<file path="src/rtl/outport_serializer_pkg.sv">
// outport_serializer_pkg: shared FSM state type and serial frame levels.
package outport_serializer_pkg;

    typedef enum logic [1:0] {IDLE, START, DATA, STOP} state_t;

    localparam logic START_BIT  = 1'b0;
    localparam logic STOP_BIT   = 1'b1;
    localparam logic IDLE_LEVEL = 1'b1;

endpackage

</file>
<file path="src/rtl/outport_serializer_sync_fifo.sv">
// sync_fifo: show-ahead synchronous FIFO; pushes into a full FIFO and pops from an empty one are ignored.
module sync_fifo #(
    parameter int DATA_W = 32,
    parameter int DEPTH  = 4
) (
    input  logic                     clk,
    input  logic                     reset,
    input  logic                     push,
    input  logic                     pop,
    input  logic [DATA_W-1:0]        din,
    output logic [DATA_W-1:0]        dout,
    output logic [$clog2(DEPTH):0]   count,
    output logic                     full,
    output logic                     empty
);

    localparam int AW = $clog2(DEPTH);
    localparam int CW = AW + 1;

    logic [DATA_W-1:0] mem_q [DEPTH];
    logic [AW-1:0]     wr_ptr_q;
    logic [AW-1:0]     rd_ptr_q;
    logic [CW-1:0]     count_q;
    logic              do_push;
    logic              do_pop;

    assign full    = count_q == CW'(DEPTH);
    assign empty   = count_q == '0;
    assign do_push = push && !full;
    assign do_pop  = pop && !empty;
    assign dout    = mem_q[rd_ptr_q];
    assign count   = count_q;

    always_ff @(posedge clk) begin
        if (reset) begin
            wr_ptr_q <= '0;
            rd_ptr_q <= '0;
            count_q  <= '0;
        end else begin
            wr_ptr_q <= do_push ? wr_ptr_q + 1'b1 : wr_ptr_q;
            rd_ptr_q <= do_pop ? rd_ptr_q + 1'b1 : rd_ptr_q;
            count_q  <= count_q + CW'(do_push) - CW'(do_pop);
        end
    end

    always_ff @(posedge clk) begin
        if (do_push) mem_q[wr_ptr_q] <= din;
    end

endmodule

</file>
<file path="src/rtl/outport_serializer.sv">
// outport_serializer: buffers output-port writes and sends each word as a start/data/stop frame, LSB first.
module outport_serializer
    import outport_serializer_pkg::*;
#(
    parameter int DATA_W       = 32,
    parameter int DEPTH        = 4,
    parameter int CLKS_PER_BIT = 4
) (
    input  logic              clk,
    input  logic              reset,
    input  logic              wr_en,
    input  logic [DATA_W-1:0] wr_data,
    output logic              full,
    output logic              tx,
    output logic              tx_busy,
    output logic              overflow
);

    localparam int BW = $clog2(CLKS_PER_BIT);
    localparam int IW = $clog2(DATA_W);
    localparam int CW = $clog2(DEPTH) + 1;

    state_t            state_q;
    logic [BW-1:0]     baud_q;
    logic [IW-1:0]     idx_q;
    logic [DATA_W-1:0] shift_q;
    logic              tx_q;
    logic              busy_q;
    logic              ovf_q;
    logic [DATA_W-1:0] fifo_dout;
    logic [CW-1:0]     fifo_count;
    logic              fifo_full;
    logic              fifo_empty;
    logic              baud_end;
    logic              last_bit;
    logic              pop_d;

    assign baud_end = baud_q == BW'(CLKS_PER_BIT - 1);
    assign last_bit = idx_q == IW'(DATA_W - 1);
    // A new word is taken either from idle or at the very end of a stop bit, so frames run back to back.
    assign pop_d    = !fifo_empty && (state_q == IDLE || (state_q == STOP && baud_end));

    assign full     = fifo_full;
    assign tx       = tx_q;
    assign tx_busy  = busy_q;
    assign overflow = ovf_q;

    sync_fifo #(
        .DATA_W (DATA_W),
        .DEPTH  (DEPTH)
    ) u_fifo (
        .clk   (clk),
        .reset (reset),
        .push  (wr_en),
        .pop   (pop_d),
        .din   (wr_data),
        .dout  (fifo_dout),
        .count (fifo_count),
        .full  (fifo_full),
        .empty (fifo_empty)
    );

    always_ff @(posedge clk) begin
        if (!reset) assert (fifo_count <= CW'(DEPTH) && fifo_full == (fifo_count == CW'(DEPTH)));
    end

    always_ff @(posedge clk) begin
        if (reset) begin
            state_q <= IDLE;
            baud_q  <= '0;
            idx_q   <= '0;
            shift_q <= '0;
            tx_q    <= IDLE_LEVEL;
            busy_q  <= 1'b0;
            ovf_q   <= 1'b0;
        end else begin
            if (wr_en && fifo_full) ovf_q <= 1'b1;
            baud_q <= (state_q == IDLE || baud_end) ? '0 : baud_q + 1'b1;
            case (state_q)
                IDLE: begin
                    if (pop_d) begin
                        state_q <= START;
                        shift_q <= fifo_dout;
                        tx_q    <= START_BIT;
                        busy_q  <= 1'b1;
                    end
                end
                START: begin
                    if (baud_end) begin
                        state_q <= DATA;
                        idx_q   <= '0;
                        tx_q    <= shift_q[0];
                    end
                end
                DATA: begin
                    if (baud_end) begin
                        if (last_bit) begin
                            state_q <= STOP;
                            tx_q    <= STOP_BIT;
                        end else begin
                            shift_q <= shift_q >> 1;
                            idx_q   <= idx_q + 1'b1;
                            tx_q    <= shift_q[1];
                        end
                    end
                end
                STOP: begin
                    if (baud_end) begin
                        if (pop_d) begin
                            state_q <= START;
                            shift_q <= fifo_dout;
                            tx_q    <= START_BIT;
                        end else begin
                            state_q <= IDLE;
                            tx_q    <= IDLE_LEVEL;
                            busy_q  <= 1'b0;
                        end
                    end
                end
                default: state_q <= IDLE;
            endcase
        end
    end

endmodule

</file>
<file path="config.mk">
export PLATFORM = sky130hd
export DESIGN_NAME = outport_serializer
export DESIGN_NICKNAME = d
export VERILOG_FILES = /design/src/rtl/outport_serializer_pkg.sv /design/src/rtl/outport_serializer_sync_fifo.sv /design/src/rtl/outport_serializer.sv
export SDC_FILE = /design/constraint.sdc
export NUM_CORES = 1
export LEC_CHECK = 0
export CAP_MARGIN = 5
export CORE_ASPECT_RATIO = 0.8
export CORE_MARGIN = 1.5
export CORE_UTILIZATION = 36
export DETAILED_ROUTE_END_ITERATION = 12
export HOLD_SLACK_MARGIN = 0.03
export SETUP_SLACK_MARGIN = 0.02
export SLEW_MARGIN = 20
export SYNTH_ARGS = -nofsm -noshare
export SYNTH_HDL_FRONTEND = slang
export SYNTH_SLANG_ARGS = --single-unit
export TNS_END_PERCENT = 1
</file>
<file path="constraint.sdc">
create_clock -name clk -period 3.3 [get_ports clk]
set_clock_uncertainty 0.05 [all_clocks]
set_input_delay 0.66 -clock clk [delete_from_list [all_inputs] [get_ports clk]]
set_output_delay 0.66 -clock clk [all_outputs]
set_load 0.005 [all_outputs]
</file>
Yosys cells after proc, flatten, opt, wreduce, memory -nomap -nowiden --
Memory sizes are Yosys's and may differ from the RTL's. A register that Yosys moved wholly into a read port is not among the register bits. Cells that the tools add are included.
Storage, ports and cells: bits in read-only memories 0, latch bits 0, output and inout bits 4, memories 1, bits in writable memories 128, logic and storage cells 81, register bits 51, input bits 35
Operators by class: shift-type cells 0, $lt $le $gt $ge 0, add/subtract/negate cells 6, divide/modulo/power cells 0, reductions and logical operators 20, equality and inequality tests 13, mux-type cells 31, multipliers 0, bitwise logic cells 0
Memory list:
- u_fifo.mem_q | words 4, width 32, read ports 1, clocked after Yosys merged registers in 1, wr ports 1, line outport_serializer_sync_fifo.sv:20 | logic [DATA_W-1:0] mem_q [DEPTH];
Operators with widths (count):
- 32-bit 2-to-1 mux | 4
- 32-bit one-hot mux with 3 select lines | 1
- 4-bit AND reduction | 4
- 5-bit 2-to-1 mux | 3
- 2-bit 2-to-1 mux | 7
- 1-bit 2-to-1 mux | 12
- 2-bit != test (second input constant) | 6
- 5-bit one-hot mux with 2 select lines | 1
- 2-bit one-hot mux with 4 select lines | 1
- 2-bit by 1-bit adder with 2-bit output (second input constant) | 3
- 2-bit equality test (second input constant) | 3
- 5-bit by 1-bit adder with 5-bit output (second input constant) | 1
- 5-bit equality test (second input constant) | 1
- 1-bit logical AND | 5
- 5-bit AND reduction | 1
- 1-bit one-hot mux with 4 select lines | 1
- 2-bit nonzero test | 2
- 3-bit by 1-bit adder with 3-bit output | 1
- 3-bit equality test (second input constant) | 1
- 3-bit logical NOT | 1
- 3-bit nonzero test | 1
- 3-bit by 1-bit subtractor with 3-bit output | 1
- 2-bit by 1-bit equality test with 1-bit output (second input constant) | 1
- 1-bit logical NOT | 2
- 5 further kinds | 6

Logic depth before layout (Yosys ltp) --
word-level depth 7, gate-level depth with buffers 11, mapped depth without buffers 10

Hierarchy --
Synthesis repeated with hierarchy kept, for this count alone.
Second synthesis, totals: cells, all modules 446, area, all modules 7390.8 sq um
Modules (own cells, without submodules):
- sync_fifo | cells each 218, instances 1, seq. area each 4023.9 sq um, area an instance 5132.4 sq um
- outport_serializer | cells each 228, instances 1, seq. area each 880.8 sq um, area an instance 2258.4 sq um

Least setup slack after synthesis --
Ideal clock, no wire load.
path kind reg-to-reg, start register state_q[0], end register u_fifo.count_q[2], in the netlist u_fifo.count[2], cell stages (with the launch flop) 12, path buffers 1, setup slack 0.977 ns, data required time 3.122 ns, library setup time 0.128 ns, clock period less this slack 2.323 ns, data arrival time 2.145 ns, path through dfxtp_1 -> inv_1 -> ha_1 -> buf_2 -> a21oi_1 -> nor2_2 -> ha_1 -> inv_1 -> ha_1 -> fa_1 -> xnor2_1 -> nor2_1
Between the ends: word-level cells in the longest chain between the ends 6, elaborated cells on any way between the ends 7, those cells by class add/sub: 1; eq/ne: 1; reduce/logical: 5
Ends and longest elaborated chain:
- start: declaration | line outport_serializer.sv:23 | state_t state_q;
- start signal: assignment | line outport_serializer.sv:69 | state_q <= IDLE;
- start signal: assignment | line outport_serializer.sv:82 | state_q <= START;
- start signal: assignment | line outport_serializer.sv:90 | state_q <= DATA;
- 2-bit equality test | line outport_serializer.sv:41 | assign pop_d = !fifo_empty && (state_q == IDLE || (state_q == STOP && baud_end));
- 1-bit logical AND | line outport_serializer.sv:41
- 1-bit logical OR * | line outport_serializer.sv:41
- 1-bit logical AND * | line outport_serializer.sv:41
- 1-bit logical AND * | line outport_serializer_sync_fifo.sv:30 | assign do_pop = pop && !empty;
- named net u_fifo.do_pop | line outport_serializer_sync_fifo.sv:25 | logic do_pop;
- 3-bit by 1-bit subtractor with 3-bit output * | line outport_serializer_sync_fifo.sv:42 | count_q <= count_q + CW'(do_push) - CW'(do_pop);
- end signal: assignment | line outport_serializer_sync_fifo.sv:42
- end: declaration | line outport_serializer_sync_fifo.sv:23 | logic [CW-1:0] count_q;
Mark *: on every way through the listed nets, which the timed path passes. The rest lies on a longest branch. A chain may end at the register's enable or synchronous reset.

Final worst setup path --
Same ends and word-level chain as after synthesis.

==> flow_summary.yaml <==
cts:
  cts_tree: "built"
  cts_max_path_buffers: 2
  cts_sinks: 181
  cts_setup_buffers: 0
  hold_buffers: 0
  htreeDepth: 4
  clk_pin_slew_worst_paths_ps: 70
  root_buffer: "clkbuf_16"
  cts_buffers: 17
  clk_latency_ps: 420
  cts_resized: 0
critical_path:
  critPathArrivalTime_ps: 2810
  critPathMaxFanout: 9
  cpMaxStageDelayCell: "dfxtp_1"
  crit_path_cell_trace: "inv_1 > ha_1 > a21oi_1 > nor2_2 > ha_1 > inv_1 > ha_1 > fa_1 > xnor2_1 > nor2_1"
  rr_worst_depth: 10
  cp-start-kind: "flop"
  path_class: "flop to flop"
  critPathMostFrequentCell: "ha_1"
  endpoint_kind: "flop"
  critPathTopFamily: "adder cells"
  crit_required_ps: 3560
  path_buf_inv: 2
  path_depth: 10
  max_stage_delay_ps: 450
drt:
  ant_nets: 0
  wl_per_cell_um: 18.27
  wirelength_mm: 13.83
  drc_errors: 0
  dr.pass1.iters: 5
  vias_per_cell: 5.073
  vias: 3840
  first_iter_violations: 148
sta:
  post-route-min-period_ps: 2554
  fin_setup_tns_ps: 0
  hold_viol: 0
  tightest_slew_ps: 673.1
  worst_slew_margin_rel_pct: 55.13
  maxSlewViolCount: 0
  fmax_ghz: 0.3915
  setup_viol: 0
  finalCritPeriodShare_pct: 77.40
  rsz0062_at_grt: "false"
final_layout:
  final_common_cell: "edfxtp_1"
  layout_common_cells: "edfxtp_1, dfxtp_1, nor2_1"
  n_antenna_cell: 0
  layout.nets: 529
  fin_util_pct: 43.19
  drive_gt1_share_pct: 23.73
  syn2layout_area_growth_pct: 16.22
floorplanning:
  die-area_mm2: 0.02155
  rows: 46
  die_x_um: 163.8
  io_pins: 39
  core-area_mm2: 0.02003
  initial_core_util_pct: 37.16
  die_h_um: 131.6
logic_synthesis:
  synthFlopType: "edfxtp_1"
  synth.distinct_cells: 45
  syn-cell-area_mm2: 0.007443
  ys_async_sr_fraction_pct: 0
  syn_area_per_cell_um2: 16.80
  yosys_warnings: 0
  synth_seq_cells: 181
  synth_edf_count: 128
  ys_seq_area_share_pct: 65.89
  synthCells: 443
  syn-num-nets: 492
grt:
  grt-busiest-layer: "met2"
  grt_overflow: 0
  grt_max_degree: 33
  grt_use_met2_pct: 21.07
  grt_use_total_pct: 13.67
  grt_pass1_wl_mm: 22.11
  met1_usage_pct: 18.94
  antenna_found_initial: 0
  grtUsageMet3_pct: 2.809
  grt_pass1_vias: 3966
placement:
  gp_congestion: 0.7037
  io_buffer_count: 38
  hpwl_mm: 8.328
worst_hold_path:
  whs_path_depth: 1
  hold_class: "flop to flop"
power:
  vdd_drop_max_uv: 491.9
  powerDensity_mw_per_mm2: 859.1
  p_leak_nw: 3.019
status:
  status: "complete, no violations"
flow_run:
  maxCapViolCount: 0
## layer usage
metal  wire length (µm)  share of wire [%]  up-vias
met5                  0                  0        -
met4                169                1.2        0
met3                792                5.7       15
met2               6388                 46       88
met1               6481                 47     1937
li1                   -                  -     1800
## kinds of logic (layout without fill, tap and decap cells)
kind of cell / count (synthesis) / after routing / share of synthesized area (%)
flip-flops: 181 / 181 / 65.89
AND/OR/NAND/NOR: 78 / 78 / 4.892
multiplexers: 67 / 67 / 14.39
AO/OA/AOI/OAI: 53 / 53 / 8.354
buffers and inverters: 42 / 92 / 3.076
adder cells (fa/ha/maj): 14 / 14 / 2.454
XOR/XNOR: 8 / 8 / 0.9412
## state kept, by name, indices dropped and copies added (netlist names), named ones only
name,count
tx,1
u_fifo.wr_ptr_q,2
u_fifo.mem_q,128
tx_busy,1
u_fifo.rd_ptr_q,2
u_fifo.count,3
state_q,2
baud_q,2
shift_q,32
idx_q,5
overflow,1
## synth_stat cells, drive strengths merged (3+ instances only)
library cell,n,area (µm²)
a21oi,3,15.01
buf,22,153.9
xnor2,4,35.03
xor2,4,35.03
inv,10,37.53
ha,13,162.7
mux4,32,720.7
and2,4,25.02
a221oi,31,452.9
nor3,4,31.28
dfxtp,53,1061
nand2,4,15.01
edfxtp,128,3844
mux2i,35,350.3
o21ai,4,20.02
clkbuf,10,37.54
nor2b,5,31.28
nor2,51,193.9
## final cells by class
type	count	area, µm²
sequential	181	4906
timing repair buffer	50	465.4
fill	1775	11380
inverter	10	37.54
multi-input combinational	220	2315
clock buffer	17	425.4
tap	264	330.3
clock inverter	15	171.4
## power by group
part | internal [W] | switching [W] | total (W)
Combinational | 0.00105 | 0.00137 | 0.00242
Clock | 0.00114 | 0.000884 | 0.00202
Sequential | 0.00283 | 0.000159 | 0.00299
Total | 0.00502 | 0.00241 | 0.00743
## metrics by stage
stage / setup slack, ps / cell area, µm² / hold slack [ps] / power, W / instances
6_report: 745.7 / 8651 / 392.0 / 0.007432 / 757
5_1_grt: 552.8 / 8651 / 428.8 / 0.007832 / 757
4_1_cts: 746.8 / 8651 / 394.9 / 0.007524 / 757
3_5_place_dp: 605.4 / 8054 / 384.9 / 0.005499 / 725
3_3_place_gp: 644.0 / 8054 / 365.2 / 0.005418 / 725
2_1_floorplan: 977.1 / 7443 / 355.3 / 0.004998 / 443
## final timing paths
path / start / to / slack [ps]
setup / recovery: state_q[0]$_SDFFE_PP0P_ / u_fifo.count[2]$_SDFF_PP0_ / 750
hold / removal: baud_q[0]$_SDFF_PP0_ / baud_q[0]$_SDFF_PP0_ / 390
setup reg to reg: state_q[0]$_SDFFE_PP0P_ / u_fifo.count[2]$_SDFF_PP0_ / 750
hold reg to reg: baud_q[0]$_SDFF_PP0_ / baud_q[0]$_SDFF_PP0_ / 390
(Power assumes the default switching activity.)
